### src/rtl/ecc_pkg.sv
// Shared ECC definitions: ALU opcodes, run modes, FSM states
// and point layout helpers for the point ALU datapath.
package ecc_pkg;

  localparam int COORD_W_DEF = 64;

  typedef enum logic [1:0] {
    ALU_ADD = 2'b00,
    ALU_SUB = 2'b01,
    ALU_DBL = 2'b10
  } alu_op_e;

  typedef enum logic {
    MODE_DADD   = 1'b0,
    MODE_LADDER = 1'b1
  } mode_e;

  typedef enum logic [2:0] {
    S_IDLE,
    S_LOAD,
    S_SCAN,
    S_DBL,
    S_ADD,
    S_NEXT,
    S_OUT
  } state_e;

  function automatic int point_w(input int cw);
    return 2 * cw + 1;
  endfunction

  function automatic int x_lsb(input int cw);
    return 0 * cw;
  endfunction

  function automatic int y_lsb(input int cw);
    return cw;
  endfunction

  function automatic int inf_bit(input int cw);
    return 2 * cw;
  endfunction

  localparam logic [2*COORD_W_DEF:0] INF_PT =
    {1'b1, {(2*COORD_W_DEF){1'b0}}};

endpackage

### src/rtl/scalar_mult_ladder.sv
// Scalar multiplier R = a*P over the shared point ALU, with
// leading-zero-skip double-and-add or Montgomery ladder.
module scalar_mult_ladder
  import ecc_pkg::*;
#(
  parameter int SCALAR_W = 64,
  parameter int COORD_W  = COORD_W_DEF,
  localparam int POINT_W = point_w(COORD_W),
  parameter int CNT_W    = $clog2(2*SCALAR_W+1)
) (
  input  logic                clk,
  input  logic                rst,
  input  logic                start,
  input  logic                mode,
  input  logic [SCALAR_W-1:0] a,
  input  logic [POINT_W-1:0]  P,
  output logic                busy,
  output logic                done,
  output logic [POINT_W-1:0]  R,
  output logic [CNT_W-1:0]    op_count,
  output logic [POINT_W-1:0]  alu_P,
  output logic [POINT_W-1:0]  alu_Q,
  output logic [1:0]          alu_op,
  output logic                alu_en,
  input  logic [POINT_W-1:0]  alu_R,
  input  logic                alu_done
);

  localparam int IDX_W = $clog2(SCALAR_W);
  localparam logic [POINT_W-1:0] INF =
    {1'b1, {(2*COORD_W){1'b0}}};

  state_e                state_q, state_d;
  mode_e                 mode_q, mode_d;
  alu_op_e               op_q, op_d;
  logic [SCALAR_W-1:0]   a_q, a_d;
  logic [IDX_W-1:0]      idx_q, idx_d;
  logic [POINT_W-1:0]    p_q, p_d;
  logic [POINT_W-1:0]    r0_q, r0_d;
  logic [POINT_W-1:0]    r1_q, r1_d;
  logic [POINT_W-1:0]    r_q, r_d;
  logic [POINT_W-1:0]    ap_q, ap_d;
  logic [POINT_W-1:0]    aq_q, aq_d;
  logic [CNT_W-1:0]      cnt_q, cnt_d;
  logic                  en_q, en_d;
  logic                  busy_q, busy_d;
  logic                  done_q, done_d;
  logic                  ladder;
  logic                  op_ok;

  assign ladder = (mode_q == MODE_LADDER);
  // the cycle that issues the op never completes it
  assign op_ok  = alu_done && !en_q;

  always_comb begin
    state_d = state_q;
    mode_d  = mode_q;
    a_d     = a_q;
    p_d     = p_q;
    idx_d   = idx_q;
    r0_d    = r0_q;
    r1_d    = r1_q;
    r_d     = r_q;
    cnt_d   = cnt_q;
    busy_d  = busy_q;
    done_d  = 1'b0;
    en_d    = 1'b0;
    op_d    = op_q;
    ap_d    = ap_q;
    aq_d    = aq_q;
    unique case (state_q)
      S_IDLE: begin
        if (start) begin
          state_d = S_LOAD;
          mode_d  = mode_e'(mode);
          a_d     = a;
          p_d     = P;
          idx_d   = IDX_W'(SCALAR_W-1);
          r0_d    = INF;
          r1_d    = P;
          cnt_d   = '0;
          busy_d  = 1'b1;
        end
      end
      S_LOAD: state_d = ladder ? S_ADD : S_SCAN;
      S_SCAN: begin
        if (a_q[idx_q]) begin
          r0_d    = p_q;
          state_d = S_NEXT;
        end else if (idx_q == '0) begin
          state_d = S_OUT;
        end else begin
          idx_d = idx_q - IDX_W'(1);
        end
      end
      S_DBL: begin
        if (op_ok) begin
          if (ladder && a_q[idx_q]) r1_d = alu_R;
          else r0_d = alu_R;
          if (!ladder && a_q[idx_q]) state_d = S_ADD;
          else state_d = S_NEXT;
        end
      end
      S_ADD: begin
        if (op_ok) begin
          if (!ladder || a_q[idx_q]) r0_d = alu_R;
          else r1_d = alu_R;
          state_d = ladder ? S_DBL : S_NEXT;
        end
      end
      S_NEXT: begin
        if (idx_q == '0) begin
          state_d = S_OUT;
        end else begin
          idx_d   = idx_q - IDX_W'(1);
          state_d = ladder ? S_ADD : S_DBL;
        end
      end
      S_OUT: begin
        state_d = S_IDLE;
        busy_d  = 1'b0;
      end
      default: state_d = S_IDLE;
    endcase

    if (state_d == S_OUT && state_q != S_OUT) begin
      r_d    = r0_d;
      done_d = 1'b1;
    end

    if (state_d == S_DBL && state_q != S_DBL) begin
      en_d = 1'b1;
      op_d = ALU_DBL;
      ap_d = (ladder && a_q[idx_d]) ? r1_d : r0_d;
      aq_d = (ladder && a_q[idx_d]) ? r1_d : r0_d;
    end

    if (state_d == S_ADD && state_q != S_ADD) begin
      en_d = 1'b1;
      op_d = ALU_ADD;
      ap_d = r0_d;
      aq_d = ladder ? r1_d : p_q;
    end

    if (en_d) cnt_d = cnt_q + CNT_W'(1);
  end

  always_ff @(posedge clk or negedge rst) begin
    if (!rst) begin
      state_q <= S_IDLE;
      mode_q  <= MODE_DADD;
      op_q    <= ALU_ADD;
      a_q     <= '0;
      idx_q   <= '0;
      p_q     <= '0;
      r0_q    <= '0;
      r1_q    <= '0;
      r_q     <= '0;
      ap_q    <= '0;
      aq_q    <= '0;
      cnt_q   <= '0;
      en_q    <= 1'b0;
      busy_q  <= 1'b0;
      done_q  <= 1'b0;
    end else begin
      state_q <= state_d;
      mode_q  <= mode_d;
      op_q    <= op_d;
      a_q     <= a_d;
      idx_q   <= idx_d;
      p_q     <= p_d;
      r0_q    <= r0_d;
      r1_q    <= r1_d;
      r_q     <= r_d;
      ap_q    <= ap_d;
      aq_q    <= aq_d;
      cnt_q   <= cnt_d;
      en_q    <= en_d;
      busy_q  <= busy_d;
      done_q  <= done_d;
    end
  end

  assign busy     = busy_q;
  assign done     = done_q;
  assign R        = r_q;
  assign op_count = cnt_q;
  assign alu_P    = ap_q;
  assign alu_Q    = aq_q;
  assign alu_op   = op_q;
  assign alu_en   = en_q;

endmodule
### config.mk
export PLATFORM = sky130hd
export DESIGN_NAME = scalar_mult_ladder
export DESIGN_NICKNAME = d
export VERILOG_FILES = /design/src/rtl/ecc_pkg.sv /design/src/rtl/scalar_mult_ladder.sv
export SDC_FILE = /design/constraint.sdc
export NUM_CORES = 2
export LEC_CHECK = 0
export BUFFER_PORTS_ARGS = -buffer_cell sky130_fd_sc_hd__buf_2
export CORE_MARGIN = 5
export CORE_UTILIZATION = 57
export DETAILED_ROUTE_END_ITERATION = 7
export PLACE_DENSITY = 0.81
export SYNTH_ARGS = -nofsm -noshare
export SYNTH_HDL_FRONTEND = slang
export SYNTH_SLANG_ARGS = --single-unit
### constraint.sdc
create_clock -name clk -period 6.3 [get_ports clk]
set_input_delay 0.945 -clock clk [delete_from_list [all_inputs] [get_ports clk]]
set_output_delay 0.945 -clock clk [all_outputs]
set_load 0.005 [all_outputs]
==> summary.md <==
| Metric | Value |
|---|---|
| Status | `complete, but fails checks` |
| Failing checks | `DRC` |
| CTS tree | `yes` |
| Clock Tree Buf Depth | `3` |
| Worst-case reg-to-reg path depth | `15` |
| Met3 wire length | `20,500 microns` |
| Synth cell types | `66` |
| Layout cells sized above 1 | `23.8%` |
| Switching share of power | `47.2%` |
| CTS buffer count | `91` |
| Chip height | `288 microns` |
| Switching pwr | `16.3 mW` |
| Fin crit period | `5.89 ns` |
| Sequential area share after synthesis | `48.7%` |
| Clk root buf | `clkbuf_16` |
| WL final | `168,000 microns` |
| Main flop type after synthesis | `dfrtp_1` |
| Drt wl/cell | `26.1 microns` |
| Leakage power | `25.1 nW` |
| Max-cap violations | `0` |
| P_int | `18.3 mW` |
| PD cells | `666 nW/um^2` |
| Worst path slowest cell | `a21oi_4` |
| Top sig layer | `met5` |
| Largest net degree at the start of global routing | `167` |
| Global placement routability congestion | `0.971` |
| Routed wire length on met2 | `74,800 microns` |
| GRT Total Usage | `38.8%` |
| Initial antenna violation count | `55` |
| Sink Count | `860` |
| Final hold violation count | `0` |
| Core area | `77,200 sq um` |
| Ys async rst share | `100%` |
| Placed Instance Area | `48,700 sq um` |
| Syn Nets | `5,069` |
| Setup CP Type | `flop to flop` |
| Synth Register Bits | `860` |
| Count of final setup violators | `0` |
| Clock Latency Late Sink | `0.66 ns` |
| Starting density of the core | `57.2%` |
| P&R area growth vs syn | `17.6%` |
| CTS Hold Bufs | `0` |
| Crit. End Element | `flop` |
| IO Port Bufs | `725` |
| Vias per Instance | `6.58` |
| GRT overflow | `0` |
| Share of total power in sequential cells | `28.6%` |
| Via count | `42.2k` |
| Critical path peak fanout | `25` |
| Required time of the critical path | `6.79 ns` |
| EDFF count, synth | `0` |
| Yosys warning total | `0` |
| Slew @ Worst Pin | `1.25 ns` |
| DRT Pass-1 Iters | `8` |
| Metal1 wirelength | `60,500 microns` |
| Fin crit share | `93.5%` |
| CP Cell Sequence | `mux4_2 -> mux2_2 -> o221ai_2 -> nand4b_2 -> and2_1 -> mux2i_4 -> buf_4 -> mux2i_1 -> mux2i_1 -> o2111ai_1 -> o211a_1 -> a21o_4 -> a21oi_4 -> buf_4 -> o211ai_1` |
| RR Startpoint | `idx_q[0]` |
| Final Net Count | `5,580` |
| Setup TNS | `0 ns` |
| Clock share of power | `16.5%` |
| First-pass GRT wire length | `252,000 microns` |
| Unrepaired setup endpoints after global routing | `false` |
| Synthesized area per cell | `9.32 sq um` |
| Rows | `102` |
| Detail Route Antenna Nets | `0` |
| CTS H-tree lvls | `3` |
| Die area | `83,200 sq um` |
| CP peak stage delay | `0.97 ns` |
| Non-Filler Cell Area, Final | `52,000 sq um` |
| Post-synthesis cell count | `4,740` |
| Post-cts resize count | `0` |
| Post-DP HPWL | `104,000 microns` |
| Comb pwr share | `54.9%` |
| Register-to-Register Setup Slack | `0.41 ns` |
| Number of global-route vias before repair | `41.9k` |
| DRC Markers | `1` |
| Slew HR | `16.3%` |
| Fmax | `0.170 GHz` |
| Startpoint types | `flop` |
| Reg clk slew, reported paths | `0.06 ns` |
| Post-Syn Area | `44,200 sq um` |
| Slew Limit Fails | `0` |
| Min-delay worst type | `primary input to asynchronous set/reset pin` |
| Ports | `727` |
| Arr. time, crit path | `6.38 ns` |
| Initial detailed-routing violation count | `6,129` |
| Postcts setup bufs | `0` |
| R2R Path End | `alu_P[38]` |
| Die width | `288 microns` |
| Setup Skew | `0.0332 ns` |
| Max VDD drop | `0.665 mV` |
## flip-flops by register name (all words and copies together), names as in the netlist
name,cells
alu_en,1
alu_P,129
p_q,129
ladder,1
r1_q,129
alu_op,1
R,129
a_q,64
r0_q,129
done,1
alu_Q,129
op_count,8
busy,1
state_q,3
idx_q,6
## final cells by class
type | instances | area [sq um]
fillers | 5884 | 25300
flip-flops and latches | 860 | 21500
multi-input cells | 3334 | 20700
repair buffers | 814 | 4600
clock buffers | 125 | 2590
well taps | 1040 | 1300
clock inverters | 44 | 568
inverters | 150 | 563
diodes | 49 | 123
## critical path: cells and delay by family, from the launching register on
kind,cells,cell delay (ns)
AOI/OAI and AO/OA,6,1.88
muxes,5,1.57
DFF,1,0.95
buffers and inverters,2,0.78
and+or+nand+nor,2,0.48
## synthesized netlist by cell type, types with 4 or more instances
cell type	count	area, sq um
o2bb2ai_1	7	61.3
o21ai_1	127	636
o32ai_1	28	245
buf_4	12	90.1
a22oi_1	198	1490
clkbuf_1	335	1260
nor2b_1	5	31.3
o21a_1	125	938
inv_1	144	541
buf_6	6	67.6
a211oi_1	10	75.1
and3_1	5	31.3
nor2_1	300	1130
o21ai_0	409	2050
o2111ai_1	5	43.8
a21o_1	7	52.6
dfrtp_1	860	21500
o211ai_1	91	683
buf_1	22	82.6
nor3_1	13	65.1
or3_1	5	31.3
nand2_1	799	3000
a221oi_1	5	43.8
nand3_1	105	526
and2_1	70	438
a21oi_1	314	1570
o221ai_1	7	61.3
o22ai_1	11	68.8
nand4_1	4	25.0
inv_2	5	18.8
mux2i_1	303	3030
mux4_2	9	203
mux2_2	257	2890
a222oi_1	61	611
a31oi_1	7	43.8
buf_2	21	105
a311oi_1	4	35.0
## worst max path at each step
stage | cells after the start | start | slack, ns | endpoint
after floorplan | 21 | idx_q[1] | 1.28 | alu_P[121]
after global placement | 15 | idx_q[0] | 0.59 | alu_P[38]
after detailed placement | 15 | idx_q[0] | 0.53 | alu_P[43]
after CTS | 15 | idx_q[0] | 0.49 | alu_P[43]
after global routing | 16 | idx_q[0] | 0.04 | alu_P[43]
final | 15 | idx_q[0] | 0.41 | alu_P[38]
## per-layer routing
metal,GRT usage [%],vias up
li1,-,17800
met1,49.7,20500
met2,57.9,3175
met3,10.2,694
met4,26.7,16
met5,0,-
## kinds of logic after synthesis
kind of cell    share of synthesized area [%]
simple gates                             12.2
fa+ha+maj                              0.0566
compound gates                           20.1
other cells                           0.00849
xor+xnor                               0.0793
mux                                      13.9
flops                                    48.7
buf+inv                                  4.90
## cell usage in the layout (no fill, tap or decap), drive strengths merged, types with 91 or more instances in the layout
cell      n
a22oi   198
o21ai   538
mux2    257
nand2   799
nand3   105
clkbuf  126
dfrtp   860
nor2    300
o21a    125
mux2i   304
o211ai   91
buf     813
a21oi   314
inv     152
## per-stage QoR
stage               cells  hold slack (ns)  setup WS [ns]  power (mW)  util [%]
floorplan            4740            0.457           1.28        21.7         -
global placement     6198            0.471          0.589        27.6      63.0
detailed placement   6198            0.477          0.529        28.2      63.0
CTS                  6367            0.366          0.492        34.1      67.1
global route         6411            0.387         0.0355        36.3      67.3
finish               6416            0.343          0.407        34.6      67.3
## power by group through the flow
stage               registers (mW)  clock network, mW  logic, mW
floorplan                     9.33                  0       12.3
global placement              9.77                  0       17.9
detailed placement            9.83                  0       18.4
CTS                           9.79               5.73       18.5
global route                  10.1               5.96       20.3
finish                        9.90               5.71       19.0
No activity file was read; power rests on OpenSTA's default activity.
